$ cat config.mk
export PLATFORM = sky130hd
export DESIGN_NAME = count_scan_display
export DESIGN_NICKNAME = d
export VERILOG_FILES = /design/src/rtl/count_disp_pkg.sv /design/src/rtl/seg7_decode.sv /design/src/rtl/count_scan_display.sv
export SDC_FILE = /design/constraint.sdc
export NUM_CORES = 1
export LEC_CHECK = 0
export ABC_AREA = 1
export CORE_MARGIN = 2
export CORE_UTILIZATION = 50
export DETAILED_ROUTE_END_ITERATION = 10
export GPL_ROUTABILITY_DRIVEN = 0
export PLACE_DENSITY_LB_ADDON = 0.1
export SETUP_SLACK_MARGIN = 0.2
export SLEW_MARGIN = 40
export SYNTH_ARGS = -nofsm -noshare
export SYNTH_HDL_FRONTEND = slang
export SYNTH_SLANG_ARGS = --single-unit
$ cat constraint.sdc
create_clock -name clk -period 4.4 [get_ports clk]
set_clock_uncertainty 0.15 [all_clocks]
set_input_delay 1.1 -clock clk [delete_from_list [all_inputs] [get_ports clk]]
set_output_delay 1.1 -clock clk [all_outputs]
set_load 0.02 [all_outputs]
$ cat src/rtl/count_disp_pkg.sv
`default_nettype none
// ============================================================================
// Module      : count_disp_pkg
// Description : Shared constants for the count scan display: scan FSM state
//               encoding, active-low seven-segment digit patterns and
//               active-low anode enables.
// Revision    : 1.0 - initial release
// ============================================================================
package count_disp_pkg;

    // Scan FSM state encoding; one frame walks 0 -> 1 -> 2 -> 3 -> 0
    localparam logic [1:0] BLANK_ONES = 2'd0;
    localparam logic [1:0] SHOW_ONES  = 2'd1;
    localparam logic [1:0] BLANK_TENS = 2'd2;
    localparam logic [1:0] SHOW_TENS  = 2'd3;

    // Segment patterns {g,f,e,d,c,b,a}, active low
    localparam logic [6:0] SEG_0   = 7'h40;
    localparam logic [6:0] SEG_1   = 7'h79;
    localparam logic [6:0] SEG_2   = 7'h24;
    localparam logic [6:0] SEG_3   = 7'h30;
    localparam logic [6:0] SEG_4   = 7'h19;
    localparam logic [6:0] SEG_5   = 7'h12;
    localparam logic [6:0] SEG_6   = 7'h02;
    localparam logic [6:0] SEG_7   = 7'h78;
    localparam logic [6:0] SEG_8   = 7'h00;
    localparam logic [6:0] SEG_9   = 7'h10;
    localparam logic [6:0] SEG_OFF = 7'h7F;

    // Anode enables, active low; bit 0 = ones digit, bit 1 = tens digit
    localparam logic [1:0] AN_OFF  = 2'b11;
    localparam logic [1:0] AN_ONES = 2'b10;
    localparam logic [1:0] AN_TENS = 2'b01;

endpackage : count_disp_pkg
`default_nettype wire

$ cat src/rtl/seg7_decode.sv
`default_nettype none
// ============================================================================
// Module      : seg7_decode
// Description : Combinational decimal digit to active-low seven-segment
//               pattern. Codes 10..15 produce a dark digit.
// Ports       : i_digit [3:0] - digit code
//               o_seg   [6:0] - segments {g,f,e,d,c,b,a}, active low
// Revision    : 1.0 - initial release
// ============================================================================
module seg7_decode
    import count_disp_pkg::*;
(
    input  logic [3:0] i_digit,
    output logic [6:0] o_seg
);

    always_comb begin
        o_seg = SEG_OFF;
        case (i_digit)
            4'd0:    o_seg = SEG_0;
            4'd1:    o_seg = SEG_1;
            4'd2:    o_seg = SEG_2;
            4'd3:    o_seg = SEG_3;
            4'd4:    o_seg = SEG_4;
            4'd5:    o_seg = SEG_5;
            4'd6:    o_seg = SEG_6;
            4'd7:    o_seg = SEG_7;
            4'd8:    o_seg = SEG_8;
            4'd9:    o_seg = SEG_9;
            default: o_seg = SEG_OFF;
        endcase
    end

endmodule : seg7_decode
`default_nettype wire

$ cat src/rtl/count_scan_display.sv
`default_nettype none
// ============================================================================
// Module      : count_scan_display
// Description : Displays an asynchronous 4-bit count (0..15) in decimal on a
//               two-digit multiplexed active-low seven-segment display with
//               leading-zero blanking. The count is synchronised and filtered,
//               and the displayed value only changes at frame boundaries.
// Ports       : clk        - system clock, rising edge
//               rst_n      - asynchronous reset, active low
//               count[3:0] - binary count, asynchronous to clk
//               an[1:0]    - digit enables, active low (0 = ones, 1 = tens)
//               seg[6:0]   - segments {g,f,e,d,c,b,a}, active low
//               dp         - decimal point, active low, always off
// Revision    : 1.0 - initial release
// ============================================================================
module count_scan_display
    import count_disp_pkg::*;
#(
    parameter int SCAN_DIV  = 50000,
    parameter int BLANK_CYC = 4
) (
    input  logic       clk,
    input  logic       rst_n,
    input  logic [3:0] count,
    output logic [1:0] an,
    output logic [6:0] seg,
    output logic       dp
);

    // Prescaler must reach the larger of the two phase lengths minus one
    localparam int MAXN = (SCAN_DIV > BLANK_CYC) ? SCAN_DIV : BLANK_CYC;
    localparam int PW   = (MAXN > 2) ? $clog2(MAXN) : 1;

    localparam logic [PW-1:0] c_scan_last  = PW'(SCAN_DIV - 1);
    localparam logic [PW-1:0] c_blank_last = PW'(BLANK_CYC - 1);

    logic [3:0]    r_sync1;
    logic [3:0]    r_sync2;
    logic [3:0]    r_sync2_prev;
    logic [3:0]    r_accepted;
    logic [3:0]    r_shadow;
    logic [1:0]    r_state;
    logic [PW-1:0] r_presc;
    logic [1:0]    r_an;
    logic [6:0]    r_seg;

    logic [1:0]    w_state_nxt;
    logic [PW-1:0] w_presc_nxt;
    logic [1:0]    w_an_nxt;
    logic [6:0]    w_seg_nxt;
    logic          w_last;
    logic          w_load;
    logic          w_tens;
    logic [3:0]    w_ones;
    logic [6:0]    w_ones_seg;

    // ------------------------------------------------------------------
    // Input conditioning: two-flop synchroniser, then accept only a value
    // that has been seen on two consecutive cycles so that a skewed
    // multi-bit transition or a one-cycle glitch never reaches the display.
    // ------------------------------------------------------------------
    always_ff @(posedge clk or negedge rst_n) begin
        if (!rst_n) begin
            r_sync1      <= 4'd0;
            r_sync2      <= 4'd0;
            r_sync2_prev <= 4'd0;
            r_accepted   <= 4'd0;
        end else begin
            r_sync1      <= count;
            r_sync2      <= r_sync1;
            r_sync2_prev <= r_sync2;
            if (r_sync2 == r_sync2_prev) begin
                r_accepted <= r_sync2;
            end
        end
    end

    // ------------------------------------------------------------------
    // Decimal split of the frame image
    // ------------------------------------------------------------------
    assign w_tens = (r_shadow >= 4'd10);
    assign w_ones = w_tens ? (r_shadow - 4'd10) : r_shadow;

    seg7_decode u_seg7_decode (
        .i_digit (w_ones),
        .o_seg   (w_ones_seg)
    );

    // ------------------------------------------------------------------
    // Scan FSM: next state, prescaler and registered outputs. Outputs are
    // computed from the next state so they change on the same edge as the
    // state register.
    // ------------------------------------------------------------------
    always_comb begin
        w_last      = 1'b0;
        w_state_nxt = r_state;
        w_presc_nxt = r_presc + 1'b1;
        w_an_nxt    = AN_OFF;
        w_seg_nxt   = SEG_OFF;

        case (r_state)
            BLANK_ONES: w_last = (r_presc == c_blank_last);
            SHOW_ONES:  w_last = (r_presc == c_scan_last);
            BLANK_TENS: w_last = (r_presc == c_blank_last);
            SHOW_TENS:  w_last = (r_presc == c_scan_last);
        endcase

        if (w_last) begin
            w_presc_nxt = '0;
            case (r_state)
                BLANK_ONES: w_state_nxt = SHOW_ONES;
                SHOW_ONES:  w_state_nxt = BLANK_TENS;
                BLANK_TENS: w_state_nxt = SHOW_TENS;
                SHOW_TENS:  w_state_nxt = BLANK_ONES;
            endcase
        end

        case (w_state_nxt)
            SHOW_ONES: begin
                w_an_nxt  = AN_ONES;
                w_seg_nxt = w_ones_seg;
            end
            SHOW_TENS: begin
                // Tens digit is only ever 1; a zero tens digit stays dark
                if (w_tens) begin
                    w_an_nxt  = AN_TENS;
                    w_seg_nxt = SEG_1;
                end
            end
            default: begin
                w_an_nxt  = AN_OFF;
                w_seg_nxt = SEG_OFF;
            end
        endcase
    end

    // The frame image is latched only when a frame completes
    assign w_load = (r_state == SHOW_TENS) && w_last;

    always_ff @(posedge clk or negedge rst_n) begin
        if (!rst_n) begin
            r_state  <= BLANK_ONES;
            r_presc  <= '0;
            r_an     <= AN_OFF;
            r_seg    <= SEG_OFF;
            r_shadow <= 4'd0;
        end else begin
            r_state <= w_state_nxt;
            r_presc <= w_presc_nxt;
            r_an    <= w_an_nxt;
            r_seg   <= w_seg_nxt;
            if (w_load) begin
                r_shadow <= r_accepted;
            end
        end
    end

    assign an  = r_an;
    assign seg = r_seg;
    assign dp  = 1'b1;

endmodule : count_scan_display
`default_nettype wire

After elaboration in Yosys (flattened, before gate mapping)
Memory sizes are Yosys's and may differ from the RTL's.
Cells that the tools add are included.
{ "word_totals": {"romBits": 112, "memories": 1, "wordCells": 34, "register_bits": 47, "inputBits": 6, "out_inout_bits": 10} }
{ "memory_table": {"columns": ["name", "words", "word_bits", "read_ports", "rd_ports_with_merged_regs", "wr", "line", "source"], "rows": [
  ["(no name shown)", 16, 7, 1, 0, 0, "seg7_decode.sv:19", "case (i_digit)"]
]} }
{ "classes": {"addsub": 2, "n_eq_ne": 8, "reduce_logical": 4, "n_lt_le_gt_ge": 1, "muxes": 9} }
{ "op_table": {"columns": ["operator", "n"], "rows": [
  ["adder 16 x 1 -> 16 bit, second input constant", 1],
  ["== test 16 bit, second input constant", 1],
  ["== test 16 x 2 -> 1 bit, second input constant", 1],
  ["two-way mux 16 bit", 1],
  ["one-hot mux 7 bit (2 select lines)", 1],
  ["one-hot mux 2 bit (4 select lines)", 1],
  ["== test 2 bit, second input constant", 3],
  ["== test 2 x 1 -> 1 bit, second input constant", 2],
  ["== test 4 bit", 1],
  [">= comparator 4 bit, second input constant", 1],
  ["two-way mux 2 bit", 2],
  ["two-way mux 4 bit", 1],
  ["one-hot mux 2 bit (2 select lines)", 1],
  ["OR reduction 2 bit", 2],
  ["subtractor 4 bit, second input constant", 1],
  ["two-way mux 3 bit", 1],
  ["zero test 2 bit", 1],
  ["one-hot mux 1 bit (2 select lines)", 1],
  ["logical AND 1 bit", 1]
]} }

Logic depth before layout (Yosys ltp)
{ "depth": {"depth_word": 6, "depth_mapped": 11, "depth_no_buf": 10} }

Hierarchy
A second synthesis with hierarchy kept.
{ "hier_totals": {"cells_unflattened": 260, "area_unflattened_um2": 2296.0} }
{ "by_module_without_submodules": {"columns": ["mod", "n_inst", "cells_per_inst", "area_per_inst_um2", "seq_area_each_um2"], "rows": [
  ["count_scan_display", 1, 225, 2108.3, 1187.4],
  ["seg7_decode", 1, 35, 187.7, 0.0]
]} }

Worst setup path after synthesis
Ideal clock, no wire load.
{ "synth_timing": {"kind": "reg-to-output", "start": "register r_an[0], in the netlist an[0]", "end": "output port an[0]", "arrival_ns": 0.554, "n_path_buf": 0, "slack_ns": 2.596, "stages_incl_launch_ff": 1, "path_cell_list": "dfstp_2"} }
{ "synth_rtl": {"columns": ["item", "line", "source"], "rows": [
  ["from (decl)", "count_scan_display.sv:44", "logic [1:0] r_an;"],
  ["from (signal assigned)", "count_scan_display.sv:150", "r_an <= w_an_nxt;"],
  ["to (decl)", "count_scan_display.sv:25", "output logic [1:0] an,"]
]} }
No word-level cell between the ends.

Final worst setup path
{ "layout_timing": {"start": "register r_seg[4], in the netlist seg[4]", "end": "output port seg[4]"} }
{ "layout_rtl": {"columns": ["item", "line", "source"], "rows": [
  ["from (decl)", "count_scan_display.sv:45", "logic [6:0] r_seg;"],
  ["from (signal assigned)", "count_scan_display.sv:151", "r_seg <= w_seg_nxt;"],
  ["to (decl)", "count_scan_display.sv:26", "output logic [6:0] seg,"]
]} }
No word-level cell between the ends.

==> results.sh <==
export IMPL_outcome="complete, no violations"
export IMPL_critPathRequiredTime_ns=3.15
export IMPL_fin_crit_sh_pct=60.7
export IMPL_synth_warnings=0
export IMPL_pwr_share_comb_pct=3.8
export IMPL_postCtsSetupBuffers=0
export IMPL_overflow=0
export IMPL_die_y_um=73.8
export IMPL_start_util_pct=51.5
export IMPL_cts_buffers=5
export IMPL_period_minus_slack_ns=2.67
export IMPL_placementRows=25
export IMPL_cp_data_arrival_time_ns=1.42
export IMPL_slew_violations=0
export IMPL_cts_buffer_depth=2
export IMPL_first_pass_iters=4
export IMPL_worstPathMaxFanout=1
export IMPL_postCtsHoldBufs=0
export IMPL_grt_max_degree=48
export IMPL_core_area_mm2=0.00472
export IMPL_dpl_hpwl_um=2860
export IMPL_syn_nets=277
export IMPL_synth_cell_area_mm2=0.00243
export IMPL_path_cells="clkdlybuf4s50_1"
export IMPL_h_tree_depth=2
export IMPL_n_antenna_cell=0
export IMPL_drcViolationCount=0
export IMPL_slowest_stage="clkdlybuf4s50_1"
export IMPL_num_vias=1647
export IMPL_drv_cap=0
export IMPL_critPathKind="reg2out"
export IMPL_hold_class="reg2reg"
export IMPL_max_stage_delay_ns=0.59
export IMPL_critPathTopFamily="buffers and inverters"
export IMPL_max_freq_mhz=375
export IMPL_hold_violations=0
export IMPL_die_w_um=73.8
export IMPL_cts_tree="built"
export IMPL_ant_nets=0
export IMPL_antenna_found_initial=0
export IMPL_netlist_cell_type_count=34
export IMPL_grt_pass1_vias=1484
export IMPL_pwr_share_seq_pct=56.7
export IMPL_final_layout_size_suffix_gt1_share_pct=18.9
export IMPL_via_per_inst=4.75
export IMPL_endpoint_kind="output port"
export IMPL_min_path_cells=0
export IMPL_internal_power_mw=0.641
export IMPL_synth_seq_cells=47
export IMPL_crit_buf_inv=1
export IMPL_clkTransAtPathRegs_ns=0.09
export IMPL_reg2regPathDepth=6
export IMPL_switching_share_pct=21.1
export IMPL_avgSynthCellArea_um2=9.25
export IMPL_syn2layout_area_growth_pct=11.7
export IMPL_fin_util_pct=57.6
export IMPL_relSlewSlack_pct=63.0
export IMPL_tightest_slew_ns=0.556
export IMPL_grt_total_usage_pct=16.5
export IMPL_dieArea_mm2=0.00544
export IMPL_multi_input_area_mm2=0.00105
export IMPL_post_cts_resized=0
export IMPL_io_pins=16
export IMPL_wl_um=3890
export IMPL_rsz0062_at_grt="no"
export IMPL_cts_sinks=47
export IMPL_grt_pass1_wl_um=6820
export IMPL_synthCells=263
export IMPL_max_vdd_ir_drop_v=0.000254
export IMPL_clock_latency_ns=0.30
export IMPL_seq_area_mm2=0.00119
export IMPL_nets=293
export IMPL_portBuffers=14
export IMPL_yosysSeqAreaShare_pct=48.8
export IMPL_root_buffer="clkbuf_8"
export IMPL_pwr_density_cell_mw_per_mm2=299
export IMPL_clkPwrFrac_pct=39.5
export IMPL_wl_per_cell_um=11.2
export IMPL_drtIter0Drc=73
export IMPL_final_setup_viol_count=0
export IMPL_startpoint_type="register"
export IMPL_cp_num_cells=1
export IMPL_setup_tns_ns=0
export IMPL_power_switching_mw=0.172
export IMPL_leakagePower_nw=1.29
export IMPL_fillCellCount=437
-- final timing paths --
kind	startpoint	slack (ns)	end
min in group asynchronous	rst_n	0.63	r_presc[11]
max	seg[4]	1.73	seg[4]
max in group asynchronous	rst_n	3.08	r_state[1]
max reg2reg	r_state[0]	2.47	seg[0]
min	r_sync1[3]	0.21	r_sync2[3]
min reg2reg	r_sync1[3]	0.21	r_sync2[3]
-- stage by stage --
stage	area [µm²]	setup WS (ns)	std cells	total power, mW	hold slack (ns)
floorplan	2430	2.60	263	0.486	0.181
global placement	2600	2.07	339	0.500	0.185
detailed placement	2600	2.04	339	0.502	0.188
CTS	2720	1.71	347	0.827	0.210
global route	2720	1.69	347	0.850	0.213
finish	2720	1.73	347	0.813	0.206
-- synth_stat cells, drive strengths merged --
| cell | number | area [µm²] |
|---|---|---|
| o21ai | 8 | 66.3 |
| xor2 | 10 | 87.6 |
| nand3 | 17 | 113 |
| dfstp | 9 | 236 |
| conb | 1 | 3.75 |
| nor4 | 2 | 12.5 |
| ha | 8 | 100 |
| nand3b | 2 | 15.0 |
| a21oi | 6 | 37.5 |
| inv | 37 | 139 |
| buf | 5 | 52.6 |
| nand4 | 10 | 62.6 |
| or2 | 2 | 12.5 |
| a31oi | 1 | 6.26 |
| nor2 | 30 | 164 |
| dfrtp | 38 | 951 |
| o22ai | 1 | 6.26 |
| mux2 | 4 | 45.0 |
| nand2 | 62 | 250 |
| xnor2 | 6 | 52.6 |
| nor3 | 4 | 20.0 |
-- power by group through the flow --
stage	registers [mW]	logic (mW)	clock network, mW
detailed placement	0.470	0.0321	0
CTS	0.461	0.0320	0.333
floorplan	0.468	0.0182	0
finish	0.461	0.0307	0.322
global placement	0.469	0.0305	0
global route	0.463	0.0350	0.351
-- cell usage in the layout, fill, tap and decap left out, types with 2 or more instances in the layout --
| master | synthesis | routed |
|---|---|---|
| inv_2 | 3 | 3 |
| a21oi_2 | 2 | 2 |
| ha_1 | 8 | 8 |
| mux2_2 | 4 | 4 |
| clkbuf_8 | 0 | 5 |
| dfstp_2 | 9 | 9 |
| nor2_1 | 21 | 21 |
| nand2_2 | 7 | 7 |
| xnor2_1 | 6 | 6 |
| nor4_1 | 2 | 2 |
| nand3b_1 | 2 | 2 |
| a21oi_1 | 4 | 4 |
| clkdlybuf4s50_1 | 0 | 13 |
| nand3_1 | 13 | 13 |
| nor3_1 | 4 | 4 |
| nor2_2 | 5 | 5 |
| nand4_1 | 10 | 10 |
| dfrtp_1 | 38 | 38 |
| nor2_4 | 3 | 3 |
| xor2_1 | 10 | 10 |
| inv_1 | 34 | 34 |
| nand3_2 | 3 | 3 |
| nand2_1 | 55 | 55 |
| o21ai_0 | 2 | 2 |
| o21ai_2 | 4 | 4 |
-- logic make-up after synthesis --
group,after synthesis,share of synthesized area [%]
simple gates,129,26.7
flops,47,48.8
buf+inv,42,7.87
compound gates,16,4.78
xor+xnor,16,5.76
fa+ha+maj,8,4.11
mux,4,1.85
other cells,1,0.154
-- flip-flops by register name, summed over array words and instances (netlist names) --
register      flops
an                2
r_accepted        4
r_sync2           4
r_sync2_prev      4
r_sync1           4
r_shadow          4
r_presc          16
seg               7
r_state           2
-- layer usage --
metal	wire (µm)	track usage (%)	part of all wire (%)
met5	0	0	0
met4	56	4.85	1.4
met1	1960	23.4	51
met2	1720	25.2	44
met3	140	4.12	3.6
-- final cells by class --
cell class | instances | area share, %
clock inverter | 3 | 1.75
tap | 67 | 3.08
timing repair buffer | 14 | 5.06
inverter | 37 | 5.11
sequential | 47 | 43.7
clock buffer | 5 | 2.53
multi-input combinational | 174 | 38.8
Power figures use the tool's default switching activity.
